**config.mk**
```make
export PLATFORM = sky130hd
export DESIGN_NAME = fetch_stage
export DESIGN_NICKNAME = d
export VERILOG_FILES = /design/src/rtl/iitb_pkg.sv /design/src/rtl/fetch_pc_reg.sv /design/src/rtl/fetch_stage.sv
export SDC_FILE = /design/constraint.sdc
export NUM_CORES = 1
export LEC_CHECK = 0
export CORE_AREA = 10 10 105 107
export DETAILED_ROUTE_END_ITERATION = 7
export DIE_AREA = 0 0 115 117
export PLACE_DENSITY = 0.83
export SLEW_MARGIN = 0
export SYNTH_ARGS = -nofsm -noshare
export SYNTH_HDL_FRONTEND = slang
export SYNTH_SLANG_ARGS = --single-unit
```
**constraint.sdc**
```tcl
create_clock -name clk -period 7.1 [get_ports clk]
set_clock_uncertainty 0.2 [all_clocks]
set_input_delay 1.065 -clock clk [delete_from_list [all_inputs] [get_ports clk]]
set_output_delay 1.065 -clock clk [all_outputs]
set_load 0.02 [all_outputs]
```
**src/rtl/iitb_pkg.sv**
```systemverilog
// Shared IITB-RISC pipeline definitions: fetch FSM encodings, IF/ID bundle
// field positions and a bundle construction helper.
package iitb_pkg;

  typedef enum logic [1:0] {
    FETCH_IDLE  = 2'd0,
    FETCH_REQ   = 2'd1,
    FETCH_HOLD  = 2'd2,
    FETCH_DRAIN = 2'd3
  } fetch_state_e;

  localparam int BND_INSTR_MSB = 40;
  localparam int BND_INSTR_LSB = 25;
  localparam int BND_PC_MSB    = 24;
  localparam int BND_PC_LSB    = 9;
  localparam int BND_VALID     = 0;

  localparam logic [40:0] BUBBLE = 41'd0;

  // Build a valid IF/ID bundle: {instruction, its pc, 8 zero bits, valid}
  function automatic logic [40:0] make_bundle(input logic [15:0] instr,
                                              input logic [15:0] pc);
    return {instr, pc, 8'd0, 1'b1};
  endfunction

endpackage

```
**src/rtl/fetch_pc_reg.sv**
```systemverilog
// Program counter for the fetch stage. Priority: reset, redirect, increment.
// o_pc_nxt exposes the value the register will take at the next edge so the
// top can register the memory address in step with the pc.
module fetch_pc_reg #(
  parameter logic [15:0] RESET_PC = 16'h0000
) (
  input  logic        clk,
  input  logic        rst,
  input  logic        i_redirect,
  input  logic [15:0] i_redirect_pc,
  input  logic        i_inc,
  output logic [15:0] o_pc,
  output logic [15:0] o_pc_nxt
);

  logic [15:0] r_pc;

  // Next-pc select: redirect wins over sequential increment (wraps at 16 bits)
  always_comb begin
    o_pc_nxt = r_pc;
    if (i_redirect) begin
      o_pc_nxt = i_redirect_pc;
    end else if (i_inc) begin
      o_pc_nxt = r_pc + 16'd1;
    end else begin
      o_pc_nxt = r_pc;
    end
  end

  // PC state register with asynchronous reset
  always_ff @(posedge clk or posedge rst) begin
    if (rst) begin
      r_pc <= RESET_PC;
    end else begin
      r_pc <= o_pc_nxt;
    end
  end

  assign o_pc = r_pc;

endmodule

```
**src/rtl/fetch_stage.sv**
```systemverilog
// Instruction-fetch stage: fetch FSM, hold buffer and IF/ID bundle register.
// Optional performance counters are built when FETCH_PERF_CNT_EN is defined.
module fetch_stage
  import iitb_pkg::*;
#(
  parameter logic [15:0] RESET_PC = 16'h0000
) (
  input  logic        clk,
  input  logic        rst,
  output logic        imem_req,
  output logic [15:0] imem_addr,
  input  logic [15:0] imem_rdata,
  input  logic        imem_ack,
  input  logic        should_stall,
  input  logic        redirect_valid,
  input  logic [15:0] redirect_pc,
  output logic [40:0] instr_out
`ifdef FETCH_PERF_CNT_EN
  ,
  output logic [31:0] perf_fetched,
  output logic [31:0] perf_stall
`endif
);

  fetch_state_e r_state, w_state_nxt;
  logic [40:0]  r_instr, w_instr_nxt;
  logic [15:0]  r_hold_instr, w_hold_instr_nxt;
  logic [15:0]  r_hold_pc, w_hold_pc_nxt;
  logic         r_req, w_req_nxt;
  logic [15:0]  r_addr, w_addr_nxt;
  logic [15:0]  w_pc, w_pc_nxt;
  logic         w_inc;
  logic         w_slot_free;

  fetch_pc_reg #(.RESET_PC(RESET_PC)) u_pc (
    .clk          (clk),
    .rst          (rst),
    .i_redirect   (redirect_valid),
    .i_redirect_pc(redirect_pc),
    .i_inc        (w_inc),
    .o_pc         (w_pc),
    .o_pc_nxt     (w_pc_nxt)
  );

  // The bundle slot can take new data unless decode is stalled on a valid bundle
  assign w_slot_free = !should_stall || !r_instr[BND_VALID];

  // Next-state and datapath selection; redirect has priority in every state
  always_comb begin
    w_state_nxt      = r_state;
    w_instr_nxt      = should_stall ? r_instr : BUBBLE;
    w_hold_instr_nxt = r_hold_instr;
    w_hold_pc_nxt    = r_hold_pc;
    w_inc            = 1'b0;
    if (redirect_valid) begin
      w_instr_nxt = BUBBLE;
      // A request still waiting for its ack must be drained at the old address
      if (((r_state == FETCH_REQ) || (r_state == FETCH_DRAIN)) && !imem_ack) begin
        w_state_nxt = FETCH_DRAIN;
      end else begin
        w_state_nxt = FETCH_REQ;
      end
    end else begin
      case (r_state)
        FETCH_IDLE: begin
          w_state_nxt = FETCH_REQ;
        end
        FETCH_REQ: begin
          if (imem_ack) begin
            w_inc = 1'b1;
            if (w_slot_free) begin
              w_instr_nxt = make_bundle(imem_rdata, w_pc);
              w_state_nxt = FETCH_REQ;
            end else begin
              w_hold_instr_nxt = imem_rdata;
              w_hold_pc_nxt    = w_pc;
              w_state_nxt      = FETCH_HOLD;
            end
          end else begin
            w_state_nxt = FETCH_REQ;
          end
        end
        FETCH_HOLD: begin
          if (!should_stall) begin
            w_instr_nxt = make_bundle(r_hold_instr, r_hold_pc);
            w_state_nxt = FETCH_REQ;
          end else begin
            w_state_nxt = FETCH_HOLD;
          end
        end
        FETCH_DRAIN: begin
          // Drained word is discarded; refetch starts at the redirected pc
          if (imem_ack) begin
            w_state_nxt = FETCH_REQ;
          end else begin
            w_state_nxt = FETCH_DRAIN;
          end
        end
        default: begin
          w_state_nxt = FETCH_IDLE;
        end
      endcase
    end
    w_req_nxt  = (w_state_nxt == FETCH_REQ) || (w_state_nxt == FETCH_DRAIN);
    w_addr_nxt = (w_state_nxt == FETCH_DRAIN) ? r_addr : w_pc_nxt;
  end

  // FSM, bundle, hold buffer and registered memory request outputs
  always_ff @(posedge clk or posedge rst) begin
    if (rst) begin
      r_state      <= FETCH_IDLE;
      r_instr      <= BUBBLE;
      r_hold_instr <= 16'h0000;
      r_hold_pc    <= 16'h0000;
      r_req        <= 1'b0;
      r_addr       <= RESET_PC;
    end else begin
      r_state      <= w_state_nxt;
      r_instr      <= w_instr_nxt;
      r_hold_instr <= w_hold_instr_nxt;
      r_hold_pc    <= w_hold_pc_nxt;
      r_req        <= w_req_nxt;
      r_addr       <= w_addr_nxt;
    end
  end

  assign imem_req  = r_req;
  assign imem_addr = r_addr;
  assign instr_out = r_instr;

`ifdef FETCH_PERF_CNT_EN
  logic [31:0] r_perf_fetched;
  logic [31:0] r_perf_stall;
  logic        w_fetch_evt;
  logic        w_stall_evt;

  assign w_fetch_evt = !redirect_valid &&
                       (((r_state == FETCH_REQ) && imem_ack && w_slot_free) ||
                        ((r_state == FETCH_HOLD) && !should_stall));
  assign w_stall_evt = should_stall && r_instr[BND_VALID];

  // Saturating counters for valid bundles loaded and stalled-valid cycles
  always_ff @(posedge clk or posedge rst) begin
    if (rst) begin
      r_perf_fetched <= 32'd0;
      r_perf_stall   <= 32'd0;
    end else begin
      if (w_fetch_evt && (r_perf_fetched != 32'hFFFF_FFFF)) begin
        r_perf_fetched <= r_perf_fetched + 32'd1;
      end
      if (w_stall_evt && (r_perf_stall != 32'hFFFF_FFFF)) begin
        r_perf_stall <= r_perf_stall + 32'd1;
      end
    end
  end

  assign perf_fetched = r_perf_fetched;
  assign perf_stall   = r_perf_stall;
`endif

endmodule

```
---- After elaboration in Yosys (flattened, before gate mapping) ----
Index checks and enable logic that the tools add are counted.
word-level totals
  ROM bits ................................ 0
  bits in writable memories ............... 0
  register bits after elaboration ......... 108
  input port bits ......................... 37
  memories kept ........................... 0
  output and inout port bits .............. 58
  logic and storage cells ................. 42
  bits in latches ......................... 0
cells by class
  $mul .................................... 0
  add/subtract/negate cells ............... 1
  divide/modulo/power cells ............... 0
  eq/ne operators ......................... 5
  $lt $le $gt $ge ......................... 0
  reductions and logical operators ........ 9
  multiplexer cells ....................... 18
  bitwise logic cells ..................... 2
  shift operators ......................... 0
operator list
  operator                 number
  $mux W41                 5
  $pmux W41 S2             1
  $mux W16                 2
  $add A16 B1 Y16 const B  1
  $mux W2                  6
  $pmux W2 S4              1
  $eq A2 B2 Y1 const B     3
  $eq A2 B1 Y1 const B     2
  $reduce_and A4 Y1        1
  $logic_not A1 Y1         3
  $logic_or A1 B1 Y1       3
  $mux W1                  3
  $logic_not A2 Y1         1
  $not A1 Y1               2
  $logic_and A1 B1 Y1      1

---- Depth between registers and ports, before layout ----
Gate-level depths: netlist of run 1.
  depth in word-level cells ............... 8
  depth in mapped cells ................... 9

---- Hierarchy ----
A second synthesis of run 1 with hierarchy kept.
second synthesis, totals
  cell total of the unflattened synthesis .. 364
  area total of the unflattened synthesis .. 4645.7 µm²
modules (own cells, without submodules)
  module        cells an instance  area an instance (µm²)  seq. area each (µm²)  times used
  fetch_stage   266                3749.8                  2277.2                1
  fetch_pc_reg  98                 895.9                   400.4                 1

---- Worst setup path before layout of run 1 ----
Ideal clock, no wire load.
  path type ............................... in2reg
  from .................................... input should_stall
  to ...................................... register r_addr[0], in the netlist imem_addr[0]
  stages on the path ...................... 7
  path slack .............................. 4.406 ns
  arrival ................................. 2.369 ns
  path through ............................ buf_4 -> nor2b_1 -> clkbuf_1 -> nor4_2 -> o2bb2ai_2 -> buf_4 -> mux2_2
between the ends
  word-level cells in the longest chain between the ends .. 7
RTL lines
  item                  line                source
  start, declared       fetch_stage.sv:14   input logic should_stall,
  $logic_not A1 Y1      --
  $logic_or A1 B1 Y1    fetch_stage.sv:46   assign w_slot_free = !should_stall || !r_instr[BND_VALID];
  $mux W2               fetch_stage.sv:71   if (w_slot_free) begin
  $mux W2               fetch_stage.sv:69   if (imem_ack) begin
  $pmux W2 S4 (*)       fetch_stage.sv:64   case (r_state)
  $mux W2 (*)           fetch_stage.sv:55   if (redirect_valid) begin
  $eq A2 B2 Y1 (*)      fetch_stage.sv:105  w_addr_nxt = (w_state_nxt == FETCH_DRAIN) ? r_addr : w_pc_nxt;
  end signal, assigned  fetch_stage.sv:123  r_addr <= w_addr_nxt;
  end, declared         fetch_stage.sv:30   logic [15:0] r_addr, w_addr_nxt;
Mark *: on every way between the ends. The rest lies on a longest branch, timed or not.
A chain may end at the register's enable or synchronous reset.

---- Final worst setup path of run 1 ----
  from .................................... input imem_ack
  to ...................................... register r_hold_pc[1]
between the ends
  word-level cells in the longest chain between the ends .. 1
RTL lines
  item                         line                source
  start, declared              fetch_stage.sv:13   input logic imem_ack,
  $reduce_and A4 Y1 (no line)  --
  end signal, assigned         fetch_stage.sv:121  r_hold_pc <= w_hold_pc_nxt;
  end, declared                fetch_stage.sv:28   logic [15:0] r_hold_pc, w_hold_pc_nxt;
No other way between the ends.

==> impl_metrics.yaml, run 1 <==
route:
  routed_wl_um: 11180
  vias: 3523
  ant_nets: 0
  drt_iter0_drc: 159
  drc: 0
  routedWlPerCell_um: 18.36
  drt_pass1_iterations: 4
  vias_per_cell: 5.785
worst_hold_path:
  worstHoldStart: "instr_out[4]"
  min-delay-path-class: "reg2reg"
  min_delay_worst_endpoint: "instr_out[4]"
  min_path_cells: 1
die:
  die_h_um: 117
  rows: 35
  die-area_mm2: 0.01346
  die_w_um: 115
  initial_core_util_pct: 53.87
  coreArea_mm2: 0.009021
  io_pins: 95
cells_and_area:
  nNetsFinal: 536
  drive_above_1_share_pct: 16.87
  antennaDiodeCount: 0
  final_cell_count_no_fill: 609
  area_growth_pct: 24.92
  fill_cells: 682
cts:
  cts_buffers: 9
  htreeDepth: 3
  cts_setup_buffers: 0
  clk_pin_slew_ps: 100
  clockRootBuffer: "clkbuf_8"
  cts_resized: 0
  insertion_delay_ps: 370
  cts_hold_buf: 0
  cts.sinks: 107
  cts_tree: "done"
  max-clock-path-buffers: 2
worst_setup_path:
  path_class: "in2reg"
  crit_path_cell_trace: "clkdlybuf4s50_1 > nand2_1 > nor3_2 > buf_4 > mux2_2"
  required_ps: 7160
  cp_slowest_cell: "nor3_2"
  rr_endpoint: "instr_out[12]"
  r2r_setup_slack_ps: 3760
  crit_buf_inv: 2
  reg2reg_from: "r_state[0]"
  critPathMaxFanout: 18
  r2r_cells: 6
  cp_top_family: "simple AND/OR/NAND/NOR gates"
  cp.arrival_ps: 3720
  end_kind: "register"
  startpoint_type: "input pin"
  cpPeakStageDelay_ps: 950
power_and_ir_drop:
  combPwrFrac_pct: 30.9
  p_sw_uw: 603.3
  p_leak_nw: 2.684
  peakVddDrop_mv: 0.1542
  switching_share_pct: 33.05
  p_seq_share_pct: 46.0
  power.internal_mw: 1.222
  powerDensity_mw_per_mm2: 300.7
  p_clk_share_pct: 23.1
run:
  maxCapViolations: 0
global_routing:
  grt_antenna_before_repair: 0
  grt_pass1_wl_um: 18420
  grt_usage_pct: 16.99
  grt_max_degree: 67
  grt-ovfl-total: 0
  grt_pass1_vias: 3513
timing:
  fin_ws_ps: 3438
  maxSlewViolCount: 0
  hold_viol: 0
  fmax_mhz: 273.0
  slew_headroom_pct: 21.31
  setup-violations-final: 0
  fin_crit_sh_pct: 51.58
  setup_tns_ps: 0
  tightestPinTransition_ps: 1174
  grt_setup_unrepaired: "no"
  period_needed_ps: 3662
logic_synthesis:
  ys_types: 47
  synth_warnings: 0
  synth.top_cells.by_area: "dfrtp_1 55%, mux2_2 11%, a22o_1 5.9%, a22oi_1 4.9%, nor2_1 3.1%"
  synthFlopType: "dfrtp_1"
  ys_async_sr_fraction_pct: 100.0
  synth_nets: 456
  synth_top_cell_area_share_pct: 55.10
  synth-edff-count: 0
  synthCells: 413
  synthTopCellsByCount: "107 x dfrtp_1, 49 x mux2_2, 40 x nor2_1"
  yosysMostFrequentCell: "dfrtp_1"
  syn-cell-area_mm2: 0.004860
  ys_seq_area_share_pct: 55.10
  syn_avg_cell_area_um2: 11.77
  ys_ff_latch: 107
  yosysTopAreaCell: "dfrtp_1"
placement:
  gp_congestion: 0.8916
  dp.cells: 593
  post-place-ws_ps: 3014
  portBuffers: 94
  dp_hpwl_um: 7832
outcome:
  status: "finished clean"
-- flip-flops by register name, summed over array words and instances, names as in the netlist --
| signal | count |
|---|---|
| instr_out | 41 |
| imem_addr | 16 |
| r_hold_instr | 16 |
| r_hold_pc | 16 |
| u_pc.o_pc | 16 |
| r_state | 2 |
-- power by group through the flow --
stage,registers (mW),logic [mW],clock network (mW)
after floorplan,0.889,0.318,0
after global placement,0.841,0.554,0
after detailed placement,0.851,0.568,0
after CTS,0.840,0.572,0.431
after global routing,0.857,0.617,0.458
final,0.840,0.564,0.422
-- area by class of cell --
class                           instances  area [um^2]  area share (%)
Tap cell                              111        138.9           2.288
Multi-Input combinational cell        269         2021           33.29
Inverter                                7        28.78          0.4740
Sequential cell                       107         2678           44.11
Timing Repair Buffer                   99        973.4           16.03
Clock inverter                          7        107.6           1.772
Clock buffer                            9        123.9           2.040
-- per-stage QoR --
stage                     util [%]  power [mW]  area, um^2  hold slack (ps)
after floorplan                  -       1.207        4860            281.0
after global placement       64.73       1.395        5839            268.9
after detailed placement     64.73       1.419        5839            270.2
after CTS                    67.30       1.842        6071            300.2
after global routing         67.30       1.931        6071            317.0
final                        67.30       1.825        6071            292.3
-- placed cells by master, fill, tap and decap left out, types with 2 or more instances in the layout --
cell type / instances
a21oi_1: 5
a22o_1: 33
a22oi_1: 32
a31oi_1: 2
and2_1: 9
and3_1: 2
buf_4: 5
bufinv_16: 2
clkbuf_8: 9
clkdlybuf4s50_1: 93
dfrtp_1: 107
ha_1: 6
inv_1: 6
inv_8: 2
mux2_2: 49
mux2i_1: 2
nand2_1: 20
nand2b_1: 2
nand3_1: 8
nand4_1: 6
nor2_1: 40
nor3_1: 2
nor4_1: 2
o21ai_0: 12
o21ai_1: 2
or3_1: 2
xnor2_1: 6
xor2_1: 5
-- how the worst max path moves through the flow --
stage          startpoint                to  slack [ps]  depth (start not counted)
2_1_floorplan         rst      imem_addr[0]        3020                          1
3_3_place_gp     imem_ack   r_hold_instr[8]        3130                          5
3_5_place_dp     imem_ack      r_hold_pc[2]        3010                          5
4_1_cts          imem_ack  r_hold_instr[13]        3450                          5
5_1_grt          imem_ack  r_hold_instr[13]        3300                          5
6_report         imem_ack      r_hold_pc[1]        3440                          5
-- per-layer routing --
metal  routed length, um  GRT usage (%)  vias to the layer above
met4                 229          5.611                        0
met3                 981          5.454                       13
met2                5263          26.88                      112
met5                   0              0                        -
li1                    -              -                     1643
met1                4706          21.62                     1755
-- cells by family after synthesis --
family	synth area share, %
flops	55.10
simple gates	11.74
xor+xnor	1.982
buf+inv	3.553
compound gates	14.32
fa+ha+maj	1.545
mux	11.77
No activity file was read; power rests on OpenSTA's default activity.
==> inputs of run 2 (changes only) <==
Settings changed: CORE_AREA 10 10 105 107 to 10 10 108 110, DIE_AREA 0 0 115 117 to 0 0 118 120, PLACE_DENSITY 0.83 to 0.79.
Clock period 7.1 ns to 3.8 ns, I/O delays scaled along.
==> run 2 against run 1 <==
Effect of this change:
- flip-flop and latch count stayed put
- first-iteration DRC count is 87% higher
- hold slack better by 1.5 ps
- critical endpoint is now instr_out[26]
- largest power group unchanged
==> impl_metrics.yaml, run 2 (synthesized netlist as in run 1, its figures left out) <==
placement:
  portBuffers: 94
  place_area_mm2: 0.005902
  dp_hpwl_um: 8208
  dp.cells: 618
  gp_congestion: 0.8878
  post-place-ws_ps: 959.5
route:
  drt_iter0_drc: 298
  ant_nets: 0
  routedWlPerCell_um: 18.67
  routed_wl_um: 11830
  vias: 3611
  drc: 0
  vias_per_cell: 5.696
  drt_pass1_iterations: 4
worst_setup_path:
  cpPeakStageDelay_ps: 440
  cp_top_family: "compound AO/OA/AOI/OAI gates"
  crit_buf_inv: 3
  cp_slowest_cell: "dfrtp_1"
  path_class: "reg2reg"
  required_ps: 3820
  crit_top_cell: "buf_4"
  end_kind: "register"
  critPathMaxFanout: 35
  crit_path_cell_trace: "inv_1 > ha_1 > buf_4 > o21ai_0 > o21a_1 > buf_4 > a22oi_1 > nor2_1"
  cp.arrival_ps: 2560
  startpoint_type: "register"
die:
  die_w_um: 118
  initial_core_util_pct: 50.89
  die_h_um: 120
  rows: 36
  io_pins: 95
  coreArea_mm2: 0.009549
  die-area_mm2: 0.01416
timing:
  period_needed_ps: 2543
  maxSlewViolCount: 0
  holdWs_ps: 293.8
  setup_tns_ps: 0
  tightestPinTransition_ps: 766.1
  fin_crit_sh_pct: 66.91
  slew_headroom_pct: 48.93
  fin_ws_ps: 1257
  setup-violations-final: 0
  fmax_mhz: 393.3
  hold_viol: 0
  grt_setup_unrepaired: "no"
power_and_ir_drop:
  peakVddDrop_mv: 0.2618
  powerDensity_mw_per_mm2: 550.6
  p_leak_nw: 2.689
  power_mw: 3.358
cts:
  max-clock-path-buffers: 2
  clockRootBuffer: "clkbuf_8"
  cts_buffers: 9
  insertion_delay_ps: 360
  cts_setup_buffers: 0
  cts_tree: "done"
  clk_pin_slew_ps: 100
  cts_hold_buf: 0
  cts.sinks: 107
  cts_resized: 0
  htreeDepth: 3
global_routing:
  grt_pass1_vias: 3866
  grt-ovfl-total: 0
  grtUsageMet1_pct: 20.50
  busiest_layer: "met2"
  grt_max_degree: 62
  met2_usage_pct: 28.27
  grtUsageMet3_pct: 4.079
  grt_usage_pct: 16.79
  grt_pass1_wl_um: 19660
  grt_antenna_before_repair: 0
cells_and_area:
  final_cell_mix: "107 x dfrtp_1, 93 x clkdlybuf4s50_1, 49 x mux2_2"
  nNetsFinal: 539
  antennaDiodeCount: 0
  fill_cells: 772
  largest_reg_flops: 41
  fin_util_pct: 63.88
  final_cell_count_no_fill: 634
  area_growth_pct: 25.51
  final_area_mm2: 0.006100
  final_common_cell: "dfrtp_1"
  drive_above_1_share_pct: 17.37
worst_hold_path:
  min-delay-path-class: "reg2reg"
outcome:
  status: "finished clean"
run:
  maxCapViolations: 0
-- run 2: cell types whose count changed in the layout (fill, tap and decap cells not counted), sizes merged --
cell | previous run | this run
buf | 6 | 9
bufinv | 2 | 1
clkinv | 1 | 2
-- run 2: area by class of cell --
type / instances / area [um^2] / share of cell area, %
clock inverter: 7 / 73.82 / 1.210
timing repair buffer: 102 / 1008 / 16.53
sequential: 107 / 2678 / 43.90
inverter: 7 / 28.78 / 0.4718
tap: 133 / 166.4 / 2.728
clock buffer: 9 / 123.9 / 2.031
multi-input combinational: 269 / 2021 / 33.13
-- run 2: worst paths after layout --
kind / startpoint / endpoint / slack (ps) / cells past startpoint
setup reg to reg: r_state[0] / instr_out[26] / 1260 / 8
setup / recovery: r_state[0] / instr_out[26] / 1260 / 8
hold reg to reg: instr_out[4] / instr_out[4] / 290 / 1
hold / removal: instr_out[4] / instr_out[4] / 290 / 1
max in group asynchronous: rst / u_pc.o_pc[8] / 2230 / 3
min in group asynchronous: rst / instr_out[28] / 420 / 2
-- run 2: power breakdown --
group          leakage, nW  switching (mW)  internal, mW
clock network        0.100           0.394         0.310
registers             1.39           0.182          1.39
logic                 1.20           0.561         0.517
-- run 2: metal layers --
| metal | routed length (um) | share of wire, % | vias up |
|---|---|---|---|
| li1 | - | - | 1652 |
| met1 | 5135 | 43 | 1839 |
| met2 | 5886 | 50 | 103 |
| met3 | 617 | 5.2 | 17 |
| met4 | 194 | 1.6 | 0 |
| met5 | 0 | 0 | - |
==> inputs of run 3 (changes only) <==
Clock period 3.8 ns to 2.6 ns, I/O delays scaled along.
==> run 3 against run 2 <==
Effect of this change:
- die area is the same
- global-route usage fell by 0.18 points
- utilization up 1.1 points
- final area is 1.8% higher
- largest power group unchanged
==> impl_metrics.yaml, run 3 (synthesized netlist as in run 1, its figures left out) <==
run:
  maxCapViolations: 0
timing:
  grt_setup_unrepaired: "no"
  fin_crit_sh_pct: 90.60
  period_needed_ps: 2356
  fin_ws_ps: 244.5
  holdWs_ps: 257.8
  slew_headroom_pct: 56.31
  maxSlewViolCount: 0
  hold_viol: 0
  tightestPinTransition_ps: 654.0
  setup-violations-final: 0
  setup_tns_ps: 0
  fmax_mhz: 424.5
route:
  drt_pass1_iterations: 5
  drc: 0
  vias: 3584
  routed_wl_um: 11680
  ant_nets: 0
  routedWlPerCell_um: 18.19
  vias_per_cell: 5.583
  drt_iter0_drc: 240
worst_setup_path:
  cp.arrival_ps: 2460
  r2r_setup_slack_ps: 240
  critPathMaxFanout: 10
  end_kind: "register"
  r2r_cells: 7
  rr_endpoint: "imem_addr[9]"
  required_ps: 2700
  reg2reg_from: "r_state[1]"
  path_class: "reg2reg"
  startpoint_type: "register"
outcome:
  status: "finished clean"
power_and_ir_drop:
  power_mw: 4.873
  power.internal_mw: 3.232
  powerDensity_mw_per_mm2: 785.1
  p_clk_share_pct: 19.5
  peakVddDrop_mv: 0.4360
  p_seq_share_pct: 47.0
  p_sw_mw: 1.641
  combPwrFrac_pct: 33.5
  p_leak_nw: 2.731
  switching_share_pct: 33.68
die:
  io_pins: 95
  die_h_um: 120
  coreArea_mm2: 0.009549
  die-area_mm2: 0.01416
  die_w_um: 118
  rows: 36
  initial_core_util_pct: 50.89
worst_hold_path:
  min-delay-path-class: "in2reg"
  worstHoldStart: "redirect_valid"
  min_path_cells: 2
  min_delay_worst_endpoint: "instr_out[0]"
placement:
  post-place-ws_ps: 80.28
  dp_hpwl_um: 8357
  place_area_mm2: 0.006026
  gp_congestion: 0.8846
  dp.cells: 626
  portBuffers: 94
cells_and_area:
  final_cell_count_no_fill: 642
  largest_reg_flops: 41
  final_area_mm2: 0.006207
  final_cell_mix: "107 x dfrtp_1, 93 x clkdlybuf4s50_1, 49 x mux2_2"
  drive_above_1_share_pct: 18.47
  nNetsFinal: 547
  fin_util_pct: 65.00
  area_growth_pct: 27.73
  fill_cells: 769
  final_common_cell: "dfrtp_1"
  antennaDiodeCount: 0
cts:
  htreeDepth: 3
  cts_setup_buffers: 0
  clockRootBuffer: "clkbuf_8"
  cts_buffers: 9
  cts.sinks: 107
  clk_pin_slew_ps: 100
  cts_tree: "done"
  max-clock-path-buffers: 2
  insertion_delay_ps: 360
global_routing:
  grt_antenna_before_repair: 0
  grt_usage_pct: 16.61
  grt-ovfl-total: 0
  grt_pass1_vias: 3740
  grt_pass1_wl_um: 19620
  grt_max_degree: 41
==> run 3: cell count changes in the layout (fill, tap and decap cells not counted), sizes merged <==
cell / change
bufinv: -1
inv: -2
clkbuf: +3
buf: +8
clkinv: -1
clkinvlp: +1
==> run 3: layout make-up <==
cell class              count  area, um^2  area share, %
clock buffers              12       145.1          2.338
well taps                 133       166.4          2.681
multi-input cells         269        2023          32.59
flip-flops and latches    107        2678          43.14
clock inverters             4       33.78         0.5442
inverters                   7       30.03         0.4838
repair buffers            110        1131          18.22
==> run 3: routing by layer <==
layer  GRT usage (%)  vias up  part of all wire (%)
met4           5.410        0                   1.0
met5               0        -                     0
met1           21.77     1812                    45
met3           3.422        9                   5.5
met2           27.04      100                    48
li1                -     1663                     -
==> run 3: power groups by stage <==
stage / registers [mW] / logic [mW] / clock network, mW
2_1_floorplan: 2.43 / 0.869 / 0
3_3_place_gp: 2.30 / 1.60 / 0
3_5_place_dp: 2.32 / 1.65 / 0
4_1_cts: 2.29 / 1.65 / 0.970
5_1_grt: 2.35 / 1.78 / 1.03
6_report: 2.29 / 1.63 / 0.951
==> run 3: repair_timing <==
| item | CTS | global route |
|---|---|---|
| setup endpoints to repair | 0 | 2 |
| gates resized for setup | 0 | 1 |
| hold buffers | 0 | 0 |
==> run 3: critical path, stage by stage (launching register included) <==
cell and delay (ps):
dfrtp_1 430, inv_1 100, ha_2 280, nand2_1 240
or2_1 330, or3_1 320, a31oi_1 220, mux2_2 180
==> run 3: how the worst max path moves through the flow <==
stage,slack (ps),cells past startpoint,end,from
after global routing,70,7,imem_addr[15],r_state[1]
after detailed placement,80,6,imem_addr[15],imem_ack
after global placement,140,6,imem_addr[15],imem_ack
final,240,7,imem_addr[9],r_state[1]
after floorplan,220,8,imem_addr[0],r_state[0]
after CTS,170,7,imem_addr[15],r_state[1]
